[config.mk]
export PLATFORM = sky130hd
export DESIGN_NAME = circle_anim_flat
export DESIGN_NICKNAME = d
export VERILOG_FILES = /design/src/rtl/circle_anim_if.sv /design/src/rtl/circle_anim.sv /design/src/flat_wrapper.sv
export SDC_FILE = /design/constraint.sdc
export NUM_CORES = 1
export LEC_CHECK = 0
export CORE_AREA = 5 5 63 65
export DETAILED_ROUTE_END_ITERATION = 12
export DIE_AREA = 0 0 68 70
export GPL_TIMING_DRIVEN = 0
export PLACE_DENSITY_LB_ADDON = 0.1
export SKIP_LAST_GASP = 1
export SLEW_MARGIN = 20
export SYNTH_ARGS = -nofsm -noshare
export SYNTH_HDL_FRONTEND = slang
export SYNTH_SLANG_ARGS = --single-unit
export TNS_END_PERCENT = 5
[constraint.sdc]
create_clock -name clk_i -period 3 [get_ports clk_i]
set_input_delay 0.3 -clock clk_i [delete_from_list [all_inputs] [get_ports clk_i]]
set_output_delay 0.3 -clock clk_i [all_outputs]
set_load 0.01 [all_outputs]
[src/rtl/circle_anim_if.sv]
// circle_anim control/display bundle.
// Master drives the step controls; slave (the animator) drives the pins.
interface circle_anim_if #(
  parameter int DIGITS = 4,
  parameter int PW     = $clog2(2*DIGITS+4)
);
  logic              tick_i;
  logic              en_i;
  logic              dir_i;
  logic              clr_i;
  logic [PW-1:0]     pos_o;
  logic              busy_o;
  logic [DIGITS-1:0] an_o;
  logic [6:0]        seg_o;

  modport master (
    output tick_i, en_i, dir_i, clr_i,
    input  pos_o, busy_o, an_o, seg_o
  );

  modport slave (
    input  tick_i, en_i, dir_i, clr_i,
    output pos_o, busy_o, an_o, seg_o
  );
endinterface

[src/rtl/circle_anim.sv]
// Spinning-segment ring animation on a multiplexed 7-seg display.
// Optional tail segment at the previous position: define TRAIL_EN.
module circle_anim #(
  parameter int DIGITS     = 4,
  parameter int SCAN_W     = 10,
  parameter bit ACTIVE_LOW = 1
) (
  input  logic         clk_i,
  input  logic         rst_ni,
  circle_anim_if.slave bus
);
  localparam int L  = 2*DIGITS+4;
  localparam int PW = $clog2(L);
  localparam int DW = (DIGITS > 1) ? $clog2(DIGITS) : 1;
  localparam logic [PW-1:0] LAST = PW'(L-1);

  typedef enum logic [1:0] {
    IDLE,
    RUN,
    PAUSE
  } state_e;

  state_e            state_q, state_d;
  logic [PW-1:0]     pos_q, pos_d;
  logic              busy_q;
  logic              tick_q;
  logic              step;
  logic              adv;
  logic [SCAN_W-1:0] scan_q;
  logic [DW-1:0]     dig_q, dig_d;
  logic [DIGITS-1:0] an_q, an_d;
  logic [6:0]        seg_q, seg_d;
  logic [6:0]        lit;

  // Segment of ring position p that belongs to digit d (0 if elsewhere).
  function automatic logic [6:0] ring_seg(
    input logic [PW-1:0] p,
    input logic [DW-1:0] d
  );
    int pi;
    int dg;
    int sg;
    pi = int'(p);
    dg = 0;
    sg = 7;
    if (pi < DIGITS) begin
      dg = DIGITS-1-pi;
      sg = 0;
    end else if (pi == DIGITS) begin
      sg = 1;
    end else if (pi == DIGITS+1) begin
      sg = 2;
    end else if (pi <= 2*DIGITS+1) begin
      dg = pi-DIGITS-2;
      sg = 3;
    end else if (pi == 2*DIGITS+2) begin
      dg = DIGITS-1;
      sg = 4;
    end else if (pi == 2*DIGITS+3) begin
      dg = DIGITS-1;
      sg = 5;
    end
    if (dg == int'(d)) ring_seg = 7'b1 << sg;
    else ring_seg = '0;
  endfunction

  assign step = bus.tick_i & ~tick_q;

  always_comb begin
    state_d = state_q;
    pos_d   = pos_q;
    adv     = 1'b0;
    if (bus.clr_i) begin
      state_d = IDLE;
      pos_d   = '0;
    end else begin
      unique case (state_q)
        IDLE: begin
          pos_d = '0;
          if (bus.en_i) state_d = RUN;
        end
        RUN: begin
          if (!bus.en_i) state_d = PAUSE;
          else adv = step;
        end
        PAUSE: begin
          if (bus.en_i) state_d = RUN;
        end
        default: state_d = IDLE;
      endcase
    end
    if (adv) begin
      if (bus.dir_i)
        pos_d = (pos_q == '0) ? LAST : pos_q - 1'b1;
      else
        pos_d = (pos_q == LAST) ? '0 : pos_q + 1'b1;
    end
  end

`ifdef TRAIL_EN
  logic          trail_q, trail_d;
  logic [PW-1:0] tail;

  always_comb begin
    if (bus.dir_i)
      tail = (pos_q == LAST) ? '0 : pos_q + 1'b1;
    else
      tail = (pos_q == '0) ? LAST : pos_q - 1'b1;
    trail_d = (state_d == IDLE) ? 1'b0 : (trail_q | adv);
    lit = ring_seg(pos_q, dig_q);
    if (trail_q) lit = lit | ring_seg(tail, dig_q);
  end

  always_ff @(posedge clk_i or negedge rst_ni) begin
    if (!rst_ni) trail_q <= 1'b0;
    else trail_q <= trail_d;
  end
`else
  assign lit = ring_seg(pos_q, dig_q);
`endif

  always_comb begin
    dig_d = dig_q;
    if (&scan_q)
      dig_d = (dig_q == DW'(DIGITS-1)) ? '0 : dig_q + 1'b1;
    an_d  = (DIGITS'(1) << dig_q) ^ {DIGITS{ACTIVE_LOW}};
    seg_d = (state_q == IDLE) ? 7'b0 : lit;
    seg_d = seg_d ^ {7{ACTIVE_LOW}};
  end

  always_ff @(posedge clk_i or negedge rst_ni) begin
    if (!rst_ni) begin
      state_q <= IDLE;
      pos_q   <= '0;
      busy_q  <= 1'b0;
      tick_q  <= 1'b0;
      scan_q  <= '0;
      dig_q   <= '0;
      an_q    <= {DIGITS{ACTIVE_LOW}};
      seg_q   <= {7{ACTIVE_LOW}};
    end else begin
      state_q <= state_d;
      pos_q   <= pos_d;
      busy_q  <= (state_d == RUN);
      tick_q  <= bus.tick_i;
      scan_q  <= scan_q + 1'b1;
      dig_q   <= dig_d;
      an_q    <= an_d;
      seg_q   <= seg_d;
    end
  end

  assign bus.pos_o  = pos_q;
  assign bus.busy_o = busy_q;
  assign bus.an_o   = an_q;
  assign bus.seg_o  = seg_q;
endmodule

[src/flat_wrapper.sv]
// flat-port wrapper written by rule: the top's interface ports become plain ports
module circle_anim_flat 
#(
  parameter int DIGITS     = 4,
  parameter int SCAN_W     = 10,
  parameter bit ACTIVE_LOW = 1
)
  (clk_i, rst_ni, bus_tick_i, bus_en_i, bus_dir_i, bus_clr_i, bus_pos_o, bus_busy_o, bus_an_o, bus_seg_o);
  circle_anim_if #(.DIGITS(DIGITS)) bus_i ();
  input  logic clk_i;
  input  logic rst_ni;
  input wire logic [$bits(bus_i.tick_i)-1:0] bus_tick_i;
  input wire logic [$bits(bus_i.en_i)-1:0] bus_en_i;
  input wire logic [$bits(bus_i.dir_i)-1:0] bus_dir_i;
  input wire logic [$bits(bus_i.clr_i)-1:0] bus_clr_i;
  output wire logic [$bits(bus_i.pos_o)-1:0] bus_pos_o;
  output wire logic [$bits(bus_i.busy_o)-1:0] bus_busy_o;
  output wire logic [$bits(bus_i.an_o)-1:0] bus_an_o;
  output wire logic [$bits(bus_i.seg_o)-1:0] bus_seg_o;
  assign bus_i.tick_i = bus_tick_i;
  assign bus_i.en_i = bus_en_i;
  assign bus_i.dir_i = bus_dir_i;
  assign bus_i.clr_i = bus_clr_i;
  assign bus_pos_o = bus_i.pos_o;
  assign bus_busy_o = bus_i.busy_o;
  assign bus_an_o = bus_i.an_o;
  assign bus_seg_o = bus_i.seg_o;
  circle_anim #(.DIGITS(DIGITS), .SCAN_W(SCAN_W), .ACTIVE_LOW(ACTIVE_LOW)) u_core (.clk_i(clk_i), .rst_ni(rst_ni), .bus(bus_i));
endmodule
# == After elaboration in Yosys (flattened, before gate mapping) ==
# Cells that the tools add are included.
# op_classes
n_shift,2
n_addsub,7
eq_ne,10
n_lt_le_gt_ge,2
mux,28
bitwise,4
reduce_logical,5
# op_table
operator,n
$mux W32,10
$eq A32 B3 Y1,1
$shl A1 B32 Y7 const A,1
$sub A32 B3 Y32 const B,1
$mux W4,6
$eq A4 B4 Y1 const B,5
$mux W7,2
$mux W2,6
$add A10 B1 Y10 const B,1
$reduce_and A10 Y1,1
$not A7 Y7,1
$sub A2 B4 Y5 const A,1
$sub A4 B3 Y5 const B,1
$add A4 B1 Y4 const B,1
$eq A2 B1 Y1 const B,2
$eq A2 B2 Y1 const B,2
$le A4 B4 Y1 const B,1
$logic_not A4 Y1,1
$lt A4 B3 Y1 const B,1
$not A4 Y4,1
$pmux W2 S2,1
$shl A1 B2 Y4 const A,1
$sub A4 B1 Y4 const B,1
$mux W1,3
other kinds (6),6
# word_totals
input_bits,6
reg_bits,31
out_inout_bits,16
elab_cells,66

# == Logic depth before layout (Yosys ltp) ==
# Gate-level depths: netlist of the first run.
# depth
ltp_word,11
depth_mapped,10
mapped_depth_nobuf,9

# == Least setup slack after synthesis of the first run ==
# OpenSTA, ideal clock, no wires.
# synth_timing
path_kind,register to register
from,register u_core.pos_q[1] (netlist: u_core.bus.pos_o[1])
to,register u_core.seg_q[0] (netlist: u_core.bus.seg_o[0])
arrival_time_ns,2.189
setup_ns,0.066
required_ns,2.934
stages_incl_launch_ff,9
path_slack_ns,0.745
synth_period_minus_slack_ns,2.255
path_buffers,1
cell_sequence,dfrtp_1 inv_1 ha_1 fa_1 nor4b_1 a2111o_1 and4b_1 buf_4 nand4_1
# synth_via
elab_chain_len,11
word_cells_on_any_way,26
classes_between,3 x add/sub; 2 x order compare; 5 x eq/ne; 1 x shift; 14 x mux; 1 x bitwise
# synth_lines
element,line,rtl
"start, declared",circle_anim.sv:24,"logic [PW-1:0] pos_q, pos_d;"
"start signal, assigned",circle_anim.sv:143,pos_q <= pos_d;
"parallel branches: the longest is 8 deep, another holds $sub A32 B3 Y32",n/a,
$mux W7 (*),circle_anim.sv:63,if (dg == int'(d)) ring_seg = 7'b1 << sg;
$mux W7 (*),circle_anim.sv:127,seg_d = (state_q == IDLE) ? 7'b0 : lit;
$not A7 Y7 (no source line) (*),n/a,
net u_core.seg_d[0],circle_anim.sv:32,"logic [6:0] seg_q, seg_d;"
"end signal, assigned",circle_anim.sv:140,seg_q <= {7{ACTIVE_LOW}};
"end signal, assigned",circle_anim.sv:149,seg_q <= seg_d;
"end, declared",circle_anim.sv:32,
# Mark *: on every way through the listed nets, which the timed path passes.
# A chain may end at the register's enable or synchronous reset.

# == Worst setup path in the final report of the first run ==
# layout_timing
from,register u_core.pos_q[2] (netlist: u_core.bus.pos_o[2])
to,register u_core.seg_q[6] (netlist: u_core.bus.seg_o[6])
# The elaborated chain is that of the path after synthesis.

==> results.md, run 1 <==
* Total grt overflow at 0
* Dpl hpwl at 2430 µm
* DP Area at 2050 µm²
* # IOs at 22
* CP max stage delay at 0.51 ns
* DRT iter0 DRCs at 42
* Final Instance Count excl. Fillers at 242
* Sequential Power Share at 0.598
* Initial Util at 0.543
* Die X at 68 µm
* Ant. Diodes at 0
* Leakage at 0.000927 µW
* Clock sink count at 31
* Final Hold Vio Count at 0
* Clock skew at 0.00820 ns
* Routed Wire Length at 3260 µm
* Initial antenna violation count at 0
* Design area at 2120 µm²
* Row cnt at 21
* Max rail drop VDD at 266 µV
* Worst-Margin Slew at 0.654 ns
* Crit path max-delay family: simple AND/OR/NAND/NOR gates
* Commonest non-fill, non-tap cell in the layout: ha_1
* Final nets at 224
* Power Density at 335 nW/µm²
* Arrival @ worst endpoint at 2.73 ns
* Worst hold path class: in2reg
* Sw Share at 0.227
* Routed Antenna Nets at 0
* Area of the die at 4760 µm²
* Worst-path fanout max at 10
* Routed len/inst at 13.5 µm
* Unrepaired setup endpoints after global routing: false
* Gpl congestion at 0.945
* Power share of the clock group at 0.353
* Ys async rst share at 1.00
* Biggest area consumer among synthesized cells: dfrtp_1
* Synth Net Count at 195
* Ys flop type: dfrtp_1
* CP Launch Type: flop
* Vias in the first global route at 1291
* Post-cts gate resize count at 0
* CTS max path bufs at 2
* Placeable Area at 3280 µm²
* Max-slew headroom at 0.564
* Commonest non-fill, non-tap cells in the layout: ha_1 (22), clkdlybuf4s50_1 (20), dfrtp_1 (20)
* CTS Buf Count at 5
* WP buf/inv at 3
* Yosys top cell area share at 0.281
* First-pass GRT wire length at 5780 µm
* Post-synthesis sequential area ratio at 0.443
* Setup TNS at 0 ns
* GRT Overall Usage at 0.159
* Setup bufs post-CTS at 0
* Max Cap Violations at 0
* Area Growth Syn to Fin at 18.7%
* Worst Hold Depth at 1
* Cell Area, Synth at 1780 µm²
* Fin crit share at 0.834
* CTS tree: done
* Largest net degree at the start of global routing at 32
* Critical-path cell list: inv_1 -> ha_1 -> inv_1 -> ha_1 -> nor4b_1 -> a2111o_1 -> and4b_1 -> buf_4 -> nand4_1
* Crit-path slowest cell: dfrtp_1
* Critical path depth at 9
* Pins Over Slew Limit at 0
* Total number of vias at 1269
* Mean post-synth cell area at 10.7 µm²
* CP Capture Type: flop
* Worst skew pair latency at 0.33 ns
* Worst r2r path cells at 9
* Worst endpoint required time at 3.22 ns
* Vias per std cell at 5.24
* Share of post-route cells with drive strength above 1 at 0.133
* Drt drc at 0
* EDFF count, synth at 0
* Total power at 710 µW
* Synth Instances at 166
* Count of final setup violators at 0
* Int Pwr at 549 µW
* Root Buffer: clkbuf_4
* Register bit total from synthesis at 31
* H-tree Lvls at 2
* Largest cells by area after synthesis: dfrtp_1 (28%), dfstp_2 (16%), ha_1 (15%)
* Netlist cell types at 39
* Switching pwr at 161 µW
* Fin crit period at 2.50 ns
* Fillers at 279
* Dpl cells at 233
* Yosys warns at 0
* Port bufs at 21
* Die Span Y at 70 µm
* Comb power frac at 0.049
* WS Path Type: reg2reg
* Clk slew on worst S/H paths at 0.09 ns
* Status: finished, final reports clean
* First-pass DRT Iterations at 4
* Maximum clock rate at 400 MHz
## power groups by stage
stage	clock network (µW)	logic (µW)	registers [µW]
3_5_place_dp	0	34.3	432
5_1_grt	282	39.5	425
4_1_cts	258	35.3	425
2_1_floorplan	0	13.0	432
3_3_place_gp	0	34.0	432
6_report	250	34.7	425
## cells in the mapped netlist (all sizes together) (2+ instances only)
cell type and number:
a21o 2, a21oi 8, a221o 2, a22o 4, and3 3, dfrtp 20
dfstp 11, ha 22, inv 13, nand2 16, nand3 8, nand4 6
nor2 7, nor3 5, o21a 2, o21ai 8, xnor2 6, xor2 6
## state kept, by name (all words and copies together), names as in the netlist
name and flops:
u_core.bus.an_o 4, u_core.bus.pos_o 4, u_core.tick_q 1, u_core.bus.seg_o 7
u_core.scan_q 10, u_core.dig_q 2, u_core.state_q 2, u_core.bus.busy_o 1
## area by class of cell
cell class                      instances  area (µm²)  share of cell area
Tap cell                               46        57.6              0.0272
Inverter                               13        48.8              0.0231
Clock inverter                          1        5.00             0.00237
Buffer                                  1        7.51             0.00355
Timing Repair Buffer                   22         215               0.102
Sequential cell                        31         790               0.373
Clock buffer                            7        55.1              0.0260
Multi-Input combinational cell        121         937               0.443
## through the flow
stage          utilization  setup WS [ns]  hold WS [ns]
2_1_floorplan            -          0.745       0.00441
3_3_place_gp         0.624          0.503         0.452
3_5_place_dp         0.623          0.544         0.368
4_1_cts              0.644          0.502         0.424
5_1_grt              0.644          0.300         0.450
6_report             0.644          0.499         0.440
## layer usage
| metal | up-vias | GRT usage | wire length [µm] |
|---|---|---|---|
| met5 | - | 0 | 0 |
| met1 | 594 | 0.209 | 1610 |
| met4 | 0 | 0.0662 | 66 |
| met2 | 23 | 0.240 | 1450 |
| met3 | 5 | 0.0449 | 133 |
| li1 | 647 | - | - |
## path summary, 6_finish.rpt
check / slack, ns / endpoint / from
max: 0.50 / u_core.bus.seg_o[6]$_DFF_PN1_ / u_core.bus.pos_o[2]$_DFFE_PN0P_
min in group asynchronous: 0.54 / u_core.scan_q[3]$_DFF_PN0_ / rst_ni
min: 0.44 / u_core.tick_q$_DFF_PN0_ / bus_tick_i
max reg2reg: 0.50 / u_core.bus.seg_o[6]$_DFF_PN1_ / u_core.bus.pos_o[2]$_DFFE_PN0P_
max in group asynchronous: 2.03 / u_core.state_q[0]$_DFF_PN0_ / rst_ni
min reg2reg: 0.48 / u_core.scan_q[0]$_DFF_PN0_ / u_core.scan_q[0]$_DFF_PN0_
## timing repair
item / in CTS / in global routing
hold endpoints to repair: 9 / 0
endpoints found under the setup margin: 0 / 0
hold buffers: 1 / 0
## kinds of logic (layout without fill, tap and decap cells)
logic type | Yosys count | count (layout) | synth area share
xor gates and xnor gates | 12 | 12 | 0.0632
adders and majority gates | 23 | 23 | 0.166
buffers and inverters | 14 | 44 | 0.0316
AOI/OAI and AO/OA | 34 | 34 | 0.145
DFF | 31 | 31 | 0.443
and+or+nand+nor | 52 | 52 | 0.152
## worst reg2reg max path, stage by stage (launching register included)
cell and delay, ns:
dfrtp_1 0.51, inv_1 0.30, ha_1 0.26, inv_1 0.10, ha_1 0.29, nor4b_1 0.34
a2111o_1 0.20, and4b_1 0.19, buf_4 0.14, nand4_1 0.08
(Power assumes the default switching activity.)
==> inputs of run 2 (changes only) <==
--- a/config.mk
+++ b/config.mk
@@ -5,9 +5,9 @@
 export SDC_FILE = /design/constraint.sdc
 export NUM_CORES = 1
 export LEC_CHECK = 0
-export CORE_AREA = 5 5 63 65
+export CORE_AREA = 5 5 67 69
 export DETAILED_ROUTE_END_ITERATION = 12
-export DIE_AREA = 0 0 68 70
+export DIE_AREA = 0 0 72 74
 export GPL_TIMING_DRIVEN = 0
 export PLACE_DENSITY_LB_ADDON = 0.1
 export SKIP_LAST_GASP = 1
==> constraint.sdc (replaced) <==
create_clock -name clk_i -period 2.1 [get_ports clk_i]
set_input_delay 0.21 -clock clk_i [delete_from_list [all_inputs] [get_ports clk_i]]
set_output_delay 0.21 -clock clk_i [all_outputs]
set_load 0.01 [all_outputs]
==> results.md, run 2 (synthesized netlist as in run 1, its figures left out) <==
* Worst Hold Depth at 1 (unchanged)
* Worst-Margin Slew at 0.661 ns (was 0.654 ns)
* Worst skew pair latency at 0.27 ns (was 0.33 ns)
* H-tree Lvls at 2 (unchanged)
* Status: finished, violations left (was finished, final reports clean)
* CTS max path bufs at 2 (unchanged)
* Power Density at 519 nW/µm² (was 335 nW/µm²)
* CTS Buf Count at 5 (unchanged)
* Placeable Area at 3860 µm² (was 3280 µm²)
* Vias in the first global route at 1263 (was 1291)
* Pre-CTS setup slack at -0.289 ns (was 0.544 ns)
* Commonest non-fill, non-tap cell in the layout: clkdlybuf4s50_1 (was ha_1)
* Worst endpoint required time at 2.30 ns (was 3.22 ns)
* Count of final setup violators at 1 (was 0)
* Leakage at 0.00104 µW (was 0.000927 µW)
* Final Instance Count excl. Fillers at 262 (was 242)
* Share of post-route cells with drive strength above 1 at 0.297 (was 0.133)
* Worst hold path class: in2reg (unchanged)
* DRT iter0 DRCs at 54 (was 42)
* Max FFs per register at 10 (unchanged)
* Commonest non-fill, non-tap cells in the layout: clkdlybuf4s50_1 (20), dfrtp_1 (16), buf_4 (15) (was ha_1 (22), clkdlybuf4s50_1 (20), dfrtp_1 (20))
* Initial antenna violation count at 0 (unchanged)
* Max-slew headroom at 0.559 (was 0.564)
* Arrival @ worst endpoint at 2.31 ns (was 2.73 ns)
* Area of the die at 5330 µm² (was 4760 µm²)
* Max rail drop VDD at 417 µV (was 266 µV)
* Dpl cells at 237 (was 233)
* Pins Over Slew Limit at 0 (unchanged)
* Violated checks: negative setup slack
* Initial Util at 0.462 (was 0.543)
* Ant. Diodes at 0 (unchanged)
* Die Span Y at 74 µm (was 70 µm)
* Port bufs at 21 (unchanged)
* Dpl hpwl at 2400 µm (was 2430 µm)
* Vias per std cell at 5.18 (was 5.24)
* First-pass GRT wire length at 5910 µm (was 5780 µm)
* Total number of vias at 1357 (was 1269)
* CP Launch Type: flop (unchanged)
* Root Buffer: clkbuf_8 (was clkbuf_4)
* Gpl congestion at 0.789 (was 0.945)
* Routed len/inst at 13.4 µm (was 13.5 µm)
* Fin crit share at 1.00 (was 0.834)
* Clock skew at 0.00850 ns (was 0.00820 ns)
* Row cnt at 23 (was 21)
* Total grt overflow at 0 (unchanged)
* GRT Overall Usage at 0.142 (was 0.159)
* CP Capture Type: flop (unchanged)
* Final Hold Vio Count at 0 (unchanged)
* Top reg by flops: u_core.scan_q (unchanged)
* Max Cap Violations at 0 (unchanged)
* Final worst slack at -0.00899 ns (was 0.499 ns)
* Maximum clock rate at 474 MHz (was 400 MHz)
* Area Growth Syn to Fin at 35.9% (was 18.7%)
* Worst r2r path cells at 7 (was 9)
* Fin crit period at 2.11 ns (was 2.50 ns)
* Hold WS at 0.412 ns (was 0.440 ns)
* WS Path Type: reg2reg (unchanged)
* First-pass DRT Iterations at 4 (unchanged)
* Clk slew on worst S/H paths at 0.07 ns (was 0.09 ns)
* Worst-path fanout max at 7 (was 10)
* CTS tree: done (unchanged)
* Final nets at 240 (was 224)
* Routed Wire Length at 3510 µm (was 3260 µm)
* # IOs at 22 (unchanged)
* Clock sink count at 31 (unchanged)
* Unrepaired setup endpoints after global routing: true (was false)
* Routed Antenna Nets at 0 (unchanged)
* Drt drc at 0 (unchanged)
* Die X at 72 µm (was 68 µm)
* Largest net degree at the start of global routing at 32 (unchanged)
* DP Area at 2060 µm² (was 2050 µm²)
* Design area at 2420 µm² (was 2120 µm²)
* Total power at 1260 µW (was 710 µW)
==> run 2: worst max-delay path, stage by stage, from the launching register on <==
cell and delay, ns:
dfrtp_2 0.44, inv_4 0.08, buf_12 0.13, fa_1 0.46
nor4b_4 0.14, a2111o_1 0.39, and4b_2 0.29, nand4_1 0.10
==> run 2: per-stage QoR <==
stage          utilization   TNS, ns
3_5_place_dp         0.534     -1.86
4_1_cts              0.605         0
2_1_floorplan            -         0
5_1_grt              0.628    -0.482
6_report             0.628  -0.00899
3_3_place_gp         0.535     -1.68
==> run 2: worst paths after layout <==
kind	from	to	slack, ns
setup / recovery	u_core.bus.pos_o[2]$_DFFE_PN0P_	u_core.bus.seg_o[2]$_DFF_PN1_	-0.009
hold / removal	bus_tick_i	u_core.tick_q$_DFF_PN0_	0.41
setup reg to reg	u_core.bus.pos_o[2]$_DFFE_PN0P_	u_core.bus.seg_o[2]$_DFF_PN1_	-0.009
hold reg to reg	u_core.scan_q[9]$_DFF_PN0_	u_core.scan_q[9]$_DFF_PN0_	0.47
max in group asynchronous	rst_ni	u_core.bus.pos_o[3]$_DFFE_PN0P_	1.14
min in group asynchronous	rst_ni	u_core.scan_q[2]$_DFF_PN0_	0.50
==> run 2: report_power, final <==
group	internal, µW	switching, µW
registers	603	4.33
clock network	383	212
logic	23.9	31.3
==> run 2: per-layer routing <==
| metal | wire [µm] | global-route usage |
|---|---|---|
| met2 | 1670 | 0.235 |
| met3 | 181 | 0.0338 |
| met5 | 0 | 0 |
| met1 | 1630 | 0.186 |
| met4 | 31 | 0.0438 |
==> run 2: what timing repair did <==
action,in CTS,in global routing
setup endpoints to repair,7,7
pin swaps,3,5
hold buffers,1,0
gates resized for setup,14,9
buffers inserted,12,5
hold endpoints to repair,20,0
==> run 2: layout make-up <==
cell class / instances / area (µm²)
Clock buffer: 6 / 82.6
Inverter: 13 / 56.3
Tap cell: 50 / 62.6
Multi-Input combinational cell: 121 / 1030
Sequential cell: 31 / 795
Timing Repair Buffer: 39 / 359
Clock inverter: 2 / 35.0
Fill cell: 313 / 1430
